--- src/rtl/twos_com_serial.sv ---
// Digit-serial two's-complement unit: pass / negate / abs / -abs, DIGIT bits per cycle, LSB first.
// Optional build macro TWOS_COM_SATURATE_EN clamps overflowed results to the max positive value.
module twos_com_serial #(
  parameter int unsigned WIDTH = 8,
  parameter int unsigned DIGIT = 1
) (
  input  logic             CLK,
  input  logic             RESET_N,
  input  logic             IN_VALID,
  output logic             IN_READY,
  input  logic [WIDTH-1:0] IN_NUM,
  input  logic [1:0]       MODE,
  output logic             OUT_VALID,
  input  logic             OUT_READY,
  output logic [WIDTH-1:0] OUT_NUM,
  output logic             OVF
);

  localparam int unsigned N     = WIDTH / DIGIT;
  localparam int unsigned CNT_W = (N > 1) ? $clog2(N) : 1;
  localparam logic [WIDTH-1:0] MIN_NEG = {1'b1, {(WIDTH-1){1'b0}}};
`ifdef TWOS_COM_SATURATE_EN
  localparam logic [WIDTH-1:0] MAX_POS = {1'b0, {(WIDTH-1){1'b1}}};
`endif

  if (WIDTH < 2 || DIGIT < 1 || (WIDTH % DIGIT) != 0) begin : g_bad_cfg
    $error("twos_com_serial: WIDTH must be >= 2 and a multiple of DIGIT");
  end

  typedef enum logic [1:0] {IDLE, BUSY, DONE} state_t;

  state_t           state, state_nxt;
  logic [WIDTH-1:0] op;
  logic [CNT_W-1:0] cnt;
  logic             carry;
  logic             neg;

  logic             accept_c;
  logic             last_c;
  logic             neg_c;
  logic             ovf_c;
  logic [DIGIT-1:0] digit_c;
  logic [DIGIT:0]   sum_c;
  logic [DIGIT-1:0] dnew_c;
  logic [WIDTH-1:0] shifted_c;

  // Operand decode and the per-digit invert-plus-carry step
  always_comb begin
    accept_c  = (state == IDLE) && IN_VALID;
    last_c    = (state == BUSY) && (cnt == CNT_W'(N - 1));
    neg_c     = (MODE == 2'b01)
              | ((MODE == 2'b10) &  IN_NUM[WIDTH-1])
              | ((MODE == 2'b11) & ~IN_NUM[WIDTH-1]);
    ovf_c     = neg_c && (IN_NUM == MIN_NEG);
    digit_c   = op[DIGIT-1:0];
    sum_c     = {1'b0, ~digit_c} + {{DIGIT{1'b0}}, carry};
    dnew_c    = neg ? sum_c[DIGIT-1:0] : digit_c;
    shifted_c = (OUT_NUM >> DIGIT) | (WIDTH'(dnew_c) << (WIDTH - DIGIT));
  end

  always_comb begin
    state_nxt = state;
    case (state)
      IDLE:    if (IN_VALID)  state_nxt = BUSY;
      BUSY:    if (last_c)    state_nxt = DONE;
      DONE:    if (OUT_READY) state_nxt = IDLE;
      default:                state_nxt = IDLE;
    endcase
  end

  // Handshake flags are registered decodes of the next state
  always_ff @(posedge CLK or negedge RESET_N) begin
    if (!RESET_N) begin
      state     <= IDLE;
      IN_READY  <= 1'b1;
      OUT_VALID <= 1'b0;
    end else begin
      state     <= state_nxt;
      IN_READY  <= (state_nxt == IDLE);
      OUT_VALID <= (state_nxt == DONE);
    end
  end

  // Result shifts in from the top so it is complete, LSB-aligned, after N digits
  always_ff @(posedge CLK or negedge RESET_N) begin
    if (!RESET_N) begin
      op      <= '0;
      cnt     <= '0;
      carry   <= 1'b0;
      neg     <= 1'b0;
      OUT_NUM <= '0;
      OVF     <= 1'b0;
    end else if (accept_c) begin
      op    <= IN_NUM;
      neg   <= neg_c;
      carry <= neg_c;
      cnt   <= '0;
      OVF   <= ovf_c;
    end else if (state == BUSY) begin
      op    <= op >> DIGIT;
      carry <= neg & sum_c[DIGIT];
      cnt   <= last_c ? '0 : cnt + CNT_W'(1);
`ifdef TWOS_COM_SATURATE_EN
      OUT_NUM <= (last_c && OVF) ? MAX_POS : shifted_c;
`else
      OUT_NUM <= shifted_c;
`endif
    end
  end

endmodule

--- config.mk ---
export PLATFORM = sky130hd
export DESIGN_NAME = twos_com_serial
export DESIGN_NICKNAME = d
export VERILOG_FILES = /design/src/rtl/twos_com_serial.sv
export SDC_FILE = /design/constraint.sdc
export NUM_CORES = 1
export LEC_CHECK = 0
export BUFFER_PORTS_ARGS = -buffer_cell sky130_fd_sc_hd__buf_2
export CORE_ASPECT_RATIO = 1.2
export CORE_MARGIN = 2
export CORE_UTILIZATION = 30
export CTS_CLUSTER_DIAMETER = 120
export DETAILED_ROUTE_END_ITERATION = 7
export GPL_TIMING_DRIVEN = 0
export PLACE_DENSITY = 0.55
export SYNTH_ARGS = -nofsm -noshare
export SYNTH_HDL_FRONTEND = slang
export SYNTH_SLANG_ARGS = --single-unit
--- constraint.sdc ---
create_clock -name CLK -period 1.9 [get_ports CLK]
set_clock_uncertainty 0.2 [all_clocks]
set_input_delay 0.285 -clock CLK [delete_from_list [all_inputs] [get_ports CLK]]
set_output_delay 0.285 -clock CLK [all_outputs]
set_load 0.01 [all_outputs]
* Word level (Yosys, flattened, before mapping)
Index checks and enable logic that the tools add are counted.
** Word-level totals
- Register bits after elaboration :: 26
- Output and inout bits :: 11
- Word-level logic and storage cells :: 47
** Cells by class
- Add/sub/neg operators :: 2
- Equal/unequal tests :: 8
- Muxes and demuxes :: 12
- Bitwise gates (word level) :: 9
- Reduce and logical (&&, ||, !) cells :: 7
** Operators by type and width (number)
- 8-bit 2-to-1 mux :: 2
- 3-bit 2-to-1 mux :: 3
- 2-bit == test (second input constant) :: 4
- 8-bit == test (second input constant) :: 1
- 7-bit by 8-bit bitwise OR with 8-bit output :: 1
- 2-bit 2-to-1 mux :: 3
- 2-bit case mux with 3 select lines :: 1
- 2-bit by 1-bit == test with 1-bit output (second input constant) :: 2
- 2-bit logical NOT :: 2
- 3-bit by 1-bit adder with 3-bit output (second input constant) :: 1
- 1-bit AND :: 3
- 3-bit == test (second input constant) :: 1
- 1-bit logical AND :: 3
- 1-bit 2-to-1 mux :: 3
- 1-bit inverter :: 3
- 1-bit by 1-bit adder with 2-bit output :: 1
- 1-bit bitwise OR :: 2
- 2-bit AND reduction :: 1
- 2-bit nonzero test :: 1

* Depth between registers and ports, before layout
Gate-level depths: netlist of run 1.
- Word-level depth :: 5
- Gate-level depth with buffers :: 5

* Worst setup path after synthesis of run 1
No wires, ideal clock.
- Path type :: flip-flop to flip-flop
- Start :: reg cnt[0]
- End :: reg cnt[2]
- Setup time :: 0.122 ns
- Arrival time :: 1.052 ns
- Path slack :: 0.526 ns
- Cell stages (with the launch flop) :: 4
- Period minus slack after synthesis :: 1.374 ns
- Path through :: dfrtp_1 -> ha_1 -> ha_1 -> a32o_1
** On the way
- Cells in the longest elaborated chain, start to end :: 5
- Elaborated cells between the ends (all ways) :: 6
- Those cells by class :: add/sub: 1; eq/ne: 1; mux: 3; reduce/logical: 1
** RTL lines
- from (decl) :: RTL line 34 : logic [CNT_W-1:0] cnt;
- from (signal assigned) :: RTL line 102 : cnt <= last_c ? '0 : cnt + CNT_W'(1);
- branches (longest 2 deep; another with 3-bit by 1-bit adder with 3-bit output)
- 3-bit 2-to-1 mux * :: RTL line 102
- 3-bit 2-to-1 mux * :: RTL line 99 : end else if (state == BUSY) begin
- 3-bit 2-to-1 mux * :: RTL line 93 : end else if (accept_c) begin
Every way passes the cells marked *. The select of a mux whose other input is x is not followed.
A chain may end at the register's enable or synchronous reset.

* Worst setup path in the final report of run 1
Ends and elaborated chain as after synthesis.

==> results of run 1 <==
## metrics by stage
| step | power [uW] | hold slack [ns] |
|---|---|---|
| 6_report | 2200 | 0.0621 |
| 3_5_place_dp | 1880 | 0.119 |
| 2_1_floorplan | 1590 | -0.211 |
| 4_1_cts | 2240 | 0.0619 |
| 5_1_grt | 2380 | 0.0599 |
| 3_3_place_gp | 1820 | 0.110 |
## per-layer routing
metal  global-route usage (%)  part of all wire (%)  up-vias
met3                     1.79                   4.2        9
met2                     22.5                    50       38
li1                         -                     -      467
met4                     7.90                   3.9        0
met1                     13.9                    42      447
met5                        0                     0        -
## cell type report
type,count,share of cell area (%)
Sequential cell,26,43.1
Inverter,4,0.993
Tap cell,54,4.47
Multi-Input combinational cell,81,35.9
Timing Repair Buffer,25,8.61
Clock buffer,4,3.64
Buffer,6,3.23
## timing repair
action | in CTS | in global routing
endpoints found under the setup margin | 0 | 0
hold endpoints to repair | 25 | 0
hold buffers | 1 | 0
## cells by family after synthesis
family	after synthesis	share of synthesized area, %
AND/OR/NAND/NOR	39	16.6
AO/OA/AOI/OAI	37	22.1
flip-flops	26	51.8
buffers and inverters	10	5.07
adder cells (fa/ha/maj)	3	2.98
XOR/XNOR	1	0.696
multiplexers	1	0.795
## flip-flops by register name, indices dropped and copies added (netlist names)
signal and cells:
IN_READY 1, OVF 1, OUT_VALID 1, OUT_NUM 8
cnt 3, neg 1, op 8, carry 1
state 2
## worst paths after layout
path | start | endpoint
max | cnt[0]$_DFFE_PN0P_ | cnt[2]$_DFFE_PN0P_
min in group asynchronous | RESET_N | cnt[0]$_DFFE_PN0P_
min | OUT_READY | IN_READY$_DFF_PN1_
max in group asynchronous | RESET_N | cnt[1]$_DFFE_PN0P_
max reg2reg | cnt[0]$_DFFE_PN0P_ | cnt[2]$_DFFE_PN0P_
min reg2reg | cnt[0]$_DFFE_PN0P_ | cnt[0]$_DFFE_PN0P_
## synthesized netlist by cell type (2+ instances only)
cell type / instances / area share [%]
nand2_1: 29 / 8.6
ha_1: 3 / 3.0
a21oi_1: 4 / 1.6
inv_1: 3 / 0.89
nor2_1: 2 / 0.60
buf_6: 3 / 2.7
dfrtp_1: 25 / 50
a22oi_1: 10 / 6.0
a22oi_2: 2 / 2.0
o21ai_1: 10 / 4.0
buf_2: 3 / 1.2
o31ai_1: 2 / 1.2
o21ai_2: 2 / 1.4
## worst max-delay path, cell delays in order, from the launching register on
cell and delay, ns:
dfrtp_1 0.41, ha_1 0.21, ha_1 0.27, a32o_1 0.24
## power groups by stage
stage          combinational, uW  clock, uW  sequential [uW]
6_report                     901        358              943
5_1_grt                     1010        400              977
4_1_cts                      921        371              946
3_5_place_dp                 919          0              958
3_3_place_gp                 881          0              944
2_1_floorplan                614          0              973
==> qor.csv, run 1 <==
metric,value,unit
R2R Setup Slk,0.47,ns
largest net degree at the start of global routing,27,
CP Max Fanout,3,
Post-Synthesis Cells,117,
Main synth FF type,dfrtp_1,
ratio of cells with drive above 1 in the final layout,32.9,%
total die area,4730,um^2
syn_area_per_cell,10.8,um^2
DR vias,961,
Hold Fails Final Rpt,0,
Worst Reg-to-Reg Cells,3,
most frequent cells in the layout,"nand2_1, buf_2, dfrtp_1",
Final Critical Period,1.43,ns
Std-Cell Core Area,3970,um^2
drt drc,0,
final setup violation count,0,
Routed Antenna Nets,0,
Post-synth EDFFs,0,
Max-slew headroom,60.6,%
setup TNS,0,ns
Vias/cell,4.81,
Max VDD drop,0.000401,V
Die W,63.1,um
antenna violations before repair,0,
Max Freq,699,MHz
switching fraction of total power,37.1,%
Max clock buf depth,2,
cell count after placement,195,
Area after DPL,1450,um^2
Worst setup SP type,flip-flop,
pwr/cell area,1460,nW/um^2
synthesized area,1260,um^2
min-delay worst type,input pin to flip-flop,
Clock power frac,16.3,%
LEAKAGE,0.000736,uW
initial core utilization,31.7,%
final non-filler cell total,200,
Starting DRT DRC Count,33,
WP data arrival,1.40,ns
critical path class,flip-flop to flip-flop,
async set or reset register ratio after synthesis,100,%
number of max-cap violations,0,
Worst-path clk slew,0.09,ns
Post-Route WL,2590,um
GRT overflow,0,
die height,75.0,um
"commonest non-fill, non-tap cell in the layout",nand2_1,
fin worst setup slack,0.468,ns
Pre-Repair DR Iteration Count,4,
hold depth,3,
pre-CTS WS,0.398,ns
hpwl dp,1930,um
GPL Wtd Cong,0.699,
post-CTS sizing,0,
first-pass GRT wire length,4480,um
wire length per cell,13.0,um
Layout Nets,164,
RSZ-0062 raised after global routing,false,
Skew-Pair Late Insertion Delay,0.28,ns
multi-input gate area in the final layout,543,um^2
Root Buffer,clkbuf_8,
CTS Buf Count,3,
filler cell count,412,
PortBufs,24,
post-route design area,1510,um^2
Overall Global Routing Usage,12.4,%
post-CTS setup buffers,0,
I/O pins,25,
Register Area,652,um^2
Final period util,75.3,%
synth warn,0,
Clock Sinks,26,
CTS H-tree depth,1,
status,completed,
Site Rows,25,
share of the yosys chip area belonging to registers,51.8,%
n_diodes,0,
Int Power,1380,uW
combinational share of power,40.9,%
vias in the first global route,1018,
CP endpoint kind,flip-flop,
CTS tree,yes,
Flop pwr share,42.8,%
WP data required,1.87,ns
Final Max Tran Viols,0,
Area Overhead vs Synth,20.1,%
Worst Tran Pin Value,0.591,ns
Yosys cell types,32,
Syn Nets,134,
Psw,818,uW
Seq cells post-synth,26,
final core utilization,38.0,%
Power figures use the tool's default switching activity.
==> inputs of run 2 (changes only) <==
clock period = 1.4 ns   (was 1.9 ns; I/O delays follow)
==> run 2 against run 1 <==
  * Clock-buffer cell count is the same
  * Highest routed layer unchanged
  * Largest cell class unchanged
  * First-iteration DRC count grew 18%
  * Wire length grew 4.0%
==> qor.csv, run 2 (synthesis gave the netlist of run 1 again) <==
metric,value,unit,change
most frequent cells in the layout,"nand2_1, buf_2, dfrtp_1",,
largest net degree at the start of global routing,27,,unchanged
Clock Sinks,26,,unchanged
wire length per cell,13.2,um,+1.9%
I/O pins,25,,unchanged
drt drc,0,,unchanged
LEAKAGE,0.000751,uW,+2.0%
CTS Buf Count,3,,unchanged
"commonest non-fill, non-tap cell in the layout",nand2_1,,
setup TNS,0,ns,unchanged
cell count after placement,195,,unchanged
die height,75.0,um,unchanged
number of max-cap violations,0,,unchanged
hpwl dp,1930,um,unchanged
Final Critical Period,1.35,ns,-0.0812 ns
total die area,4730,um^2,unchanged
GPL Wtd Cong,0.699,,unchanged
pre-CTS WS,-0.0274,ns,-0.425 ns
beginning of the worst hold path,IN_NUM[4],,
ratio of cells with drive above 1 in the final layout,36.0,%,+3.1 points
hold endpoint,op[4]$_DFFE_PN0P_,,
R2R Setup Slk,0.05,ns,-0.42 ns
Root Buffer,clkbuf_8,,
WP data arrival,1.30,ns,-0.10 ns
RSZ-0062 raised after global routing,false,,
Worst setup SP type,flip-flop,,
initial core utilization,31.7,%,unchanged
CP Max Fanout,10,,+7
Crit-path slowest cell,dfrtp_1,,
largest registers,"OUT_NUM: 8 flops, op: 8 flops, cnt: 3 flops",,
Skew-Pair Late Insertion Delay,0.27,ns,about the same
Overall Global Routing Usage,12.4,%,+0.033 points
Std-Cell Core Area,3970,um^2,unchanged
crit path cell chain,"buf_6, nor2b_4, buf_4, a22oi_2, o21ai_1",,
Worst-path clk slew,0.09,ns,about the same
first-pass GRT wire length,4490,um,+0.29%
Max VDD drop,0.000548,V,+37%
Pre-Repair DR Iteration Count,4,,unchanged
final core utilization,39.6,%,+1.6 points
vias in the first global route,1024,,+0.59%
Hold Fails Final Rpt,0,,unchanged
final setup violation count,0,,unchanged
Worst Tran Pin Value,0.593,ns,+0.00175 ns
Worst Reg-to-Reg Cells,5,,+2
fin worst setup slack,0.0496,ns,-0.419 ns
n_diodes,0,,unchanged
PortBufs,24,,unchanged
CTS H-tree depth,1,,unchanged
RR Startpoint,state[0]$_DFF_PN0_,,
Vias/cell,4.80,,about the same
DR vias,980,,+2.0%
Max-slew headroom,60.5,%,-0.12 points
GRT overflow,0,,unchanged
Starting DRT DRC Count,39,,+18%
pwr/cell area,1990,nW/um^2,+36%
Post-Route WL,2700,um,+4.0%
Site Rows,25,,unchanged
Max Freq,741,MHz,+6.0%
Routed Antenna Nets,0,,unchanged
Final Max Tran Viols,0,,unchanged
CP endpoint kind,flip-flop,,
status,completed,,
CTS tree,yes,,
antenna violations before repair,0,,unchanged
FF-to-FF End,op[5]$_DFFE_PN0P_,,
Layout Nets,168,,+2.4%
critical path class,flip-flop to flip-flop,,
Max clock buf depth,2,,unchanged
Die W,63.1,um,unchanged
Critical Path Max Stage Delay,0.38,ns,-0.03 ns
WP data required,1.35,ns,-0.52 ns
min-delay worst type,input pin to flip-flop,,
hold depth,3,,unchanged
Final period util,96.5,%,+21 points
final non-filler cell total,204,,+2.0%
Area Overhead vs Synth,25.0,%,
run 2: cell count changes in the layout (fill, tap and decap cells not counted), sizes merged:
| cell | change |
|---|---|
| buf | +2 |
| dlygate4sd3 | +1 |
| clkbuf | +1 |
run 2: worst max-delay path, delay by kind of cell, from the launching register on:
family,cells,cell delay (ns)
flip-flops,1,0.38
buffers and inverters,2,0.28
AO/OA/AOI/OAI,2,0.22
AND/OR/NAND/NOR,1,0.16
run 2: power breakdown:
part           total, uW  internal (uW)  switching (uW)
Sequential          1290           1070             222
Clock                485            252             233
Combinational       1350            646             704
Total               3130           1970            1160
run 2: routing by layer:
layer | up-vias | global-route usage [%] | wire length (um)
met5 | - | 0 | 0
met4 | 0 | 7.90 | 102
met3 | 9 | 1.79 | 105
met2 | 34 | 22.6 | 1350
met1 | 461 | 13.9 | 1140
li1 | 476 | - | -
run 2: how the worst max path moves through the flow:
| stage | startpoint | endpoint |
|---|---|---|
| after floorplan | cnt[0]$_DFFE_PN0P_ | cnt[2]$_DFFE_PN0P_ |
| after global placement | cnt[0]$_DFFE_PN0P_ | cnt[2]$_DFFE_PN0P_ |
| after detailed placement | IN_NUM[0] | OVF$_DFFE_PN0P_ |
| after CTS | cnt[0]$_DFFE_PN0P_ | cnt[2]$_DFFE_PN0P_ |
| after global routing | cnt[1]$_DFFE_PN0P_ | cnt[2]$_DFFE_PN0P_ |
| final | state[0]$_DFF_PN0_ | op[5]$_DFFE_PN0P_ |
run 2: area by class of cell:
type                       instances  area, um^2
inverter                           4        15.0
multi-input combinational         81         571
timing repair buffer              29         163
buffer                             6        51.3
tap                               54        67.6
clock buffer                       4        55.1
fill                             409        2400
sequential                        26         652
run 2: stage by stage:
step                      area, um^2  hold WS (ns)  power [uW]
after global placement          1450        0.0355        2480
after CTS                       1530        0.0263        3060
after global routing            1570        0.0418        3380
after detailed placement        1450        0.0443        2550
final                           1570        0.0341        3130
after floorplan                 1260        -0.286        2150
run 2: what timing repair did:
item,CTS,global route
endpoints found under the setup margin,1,4
hold endpoints to repair,26,0
setup buffers,1,2
hold buffers,2,0
resized for setup,1,5
pin swaps,0,2
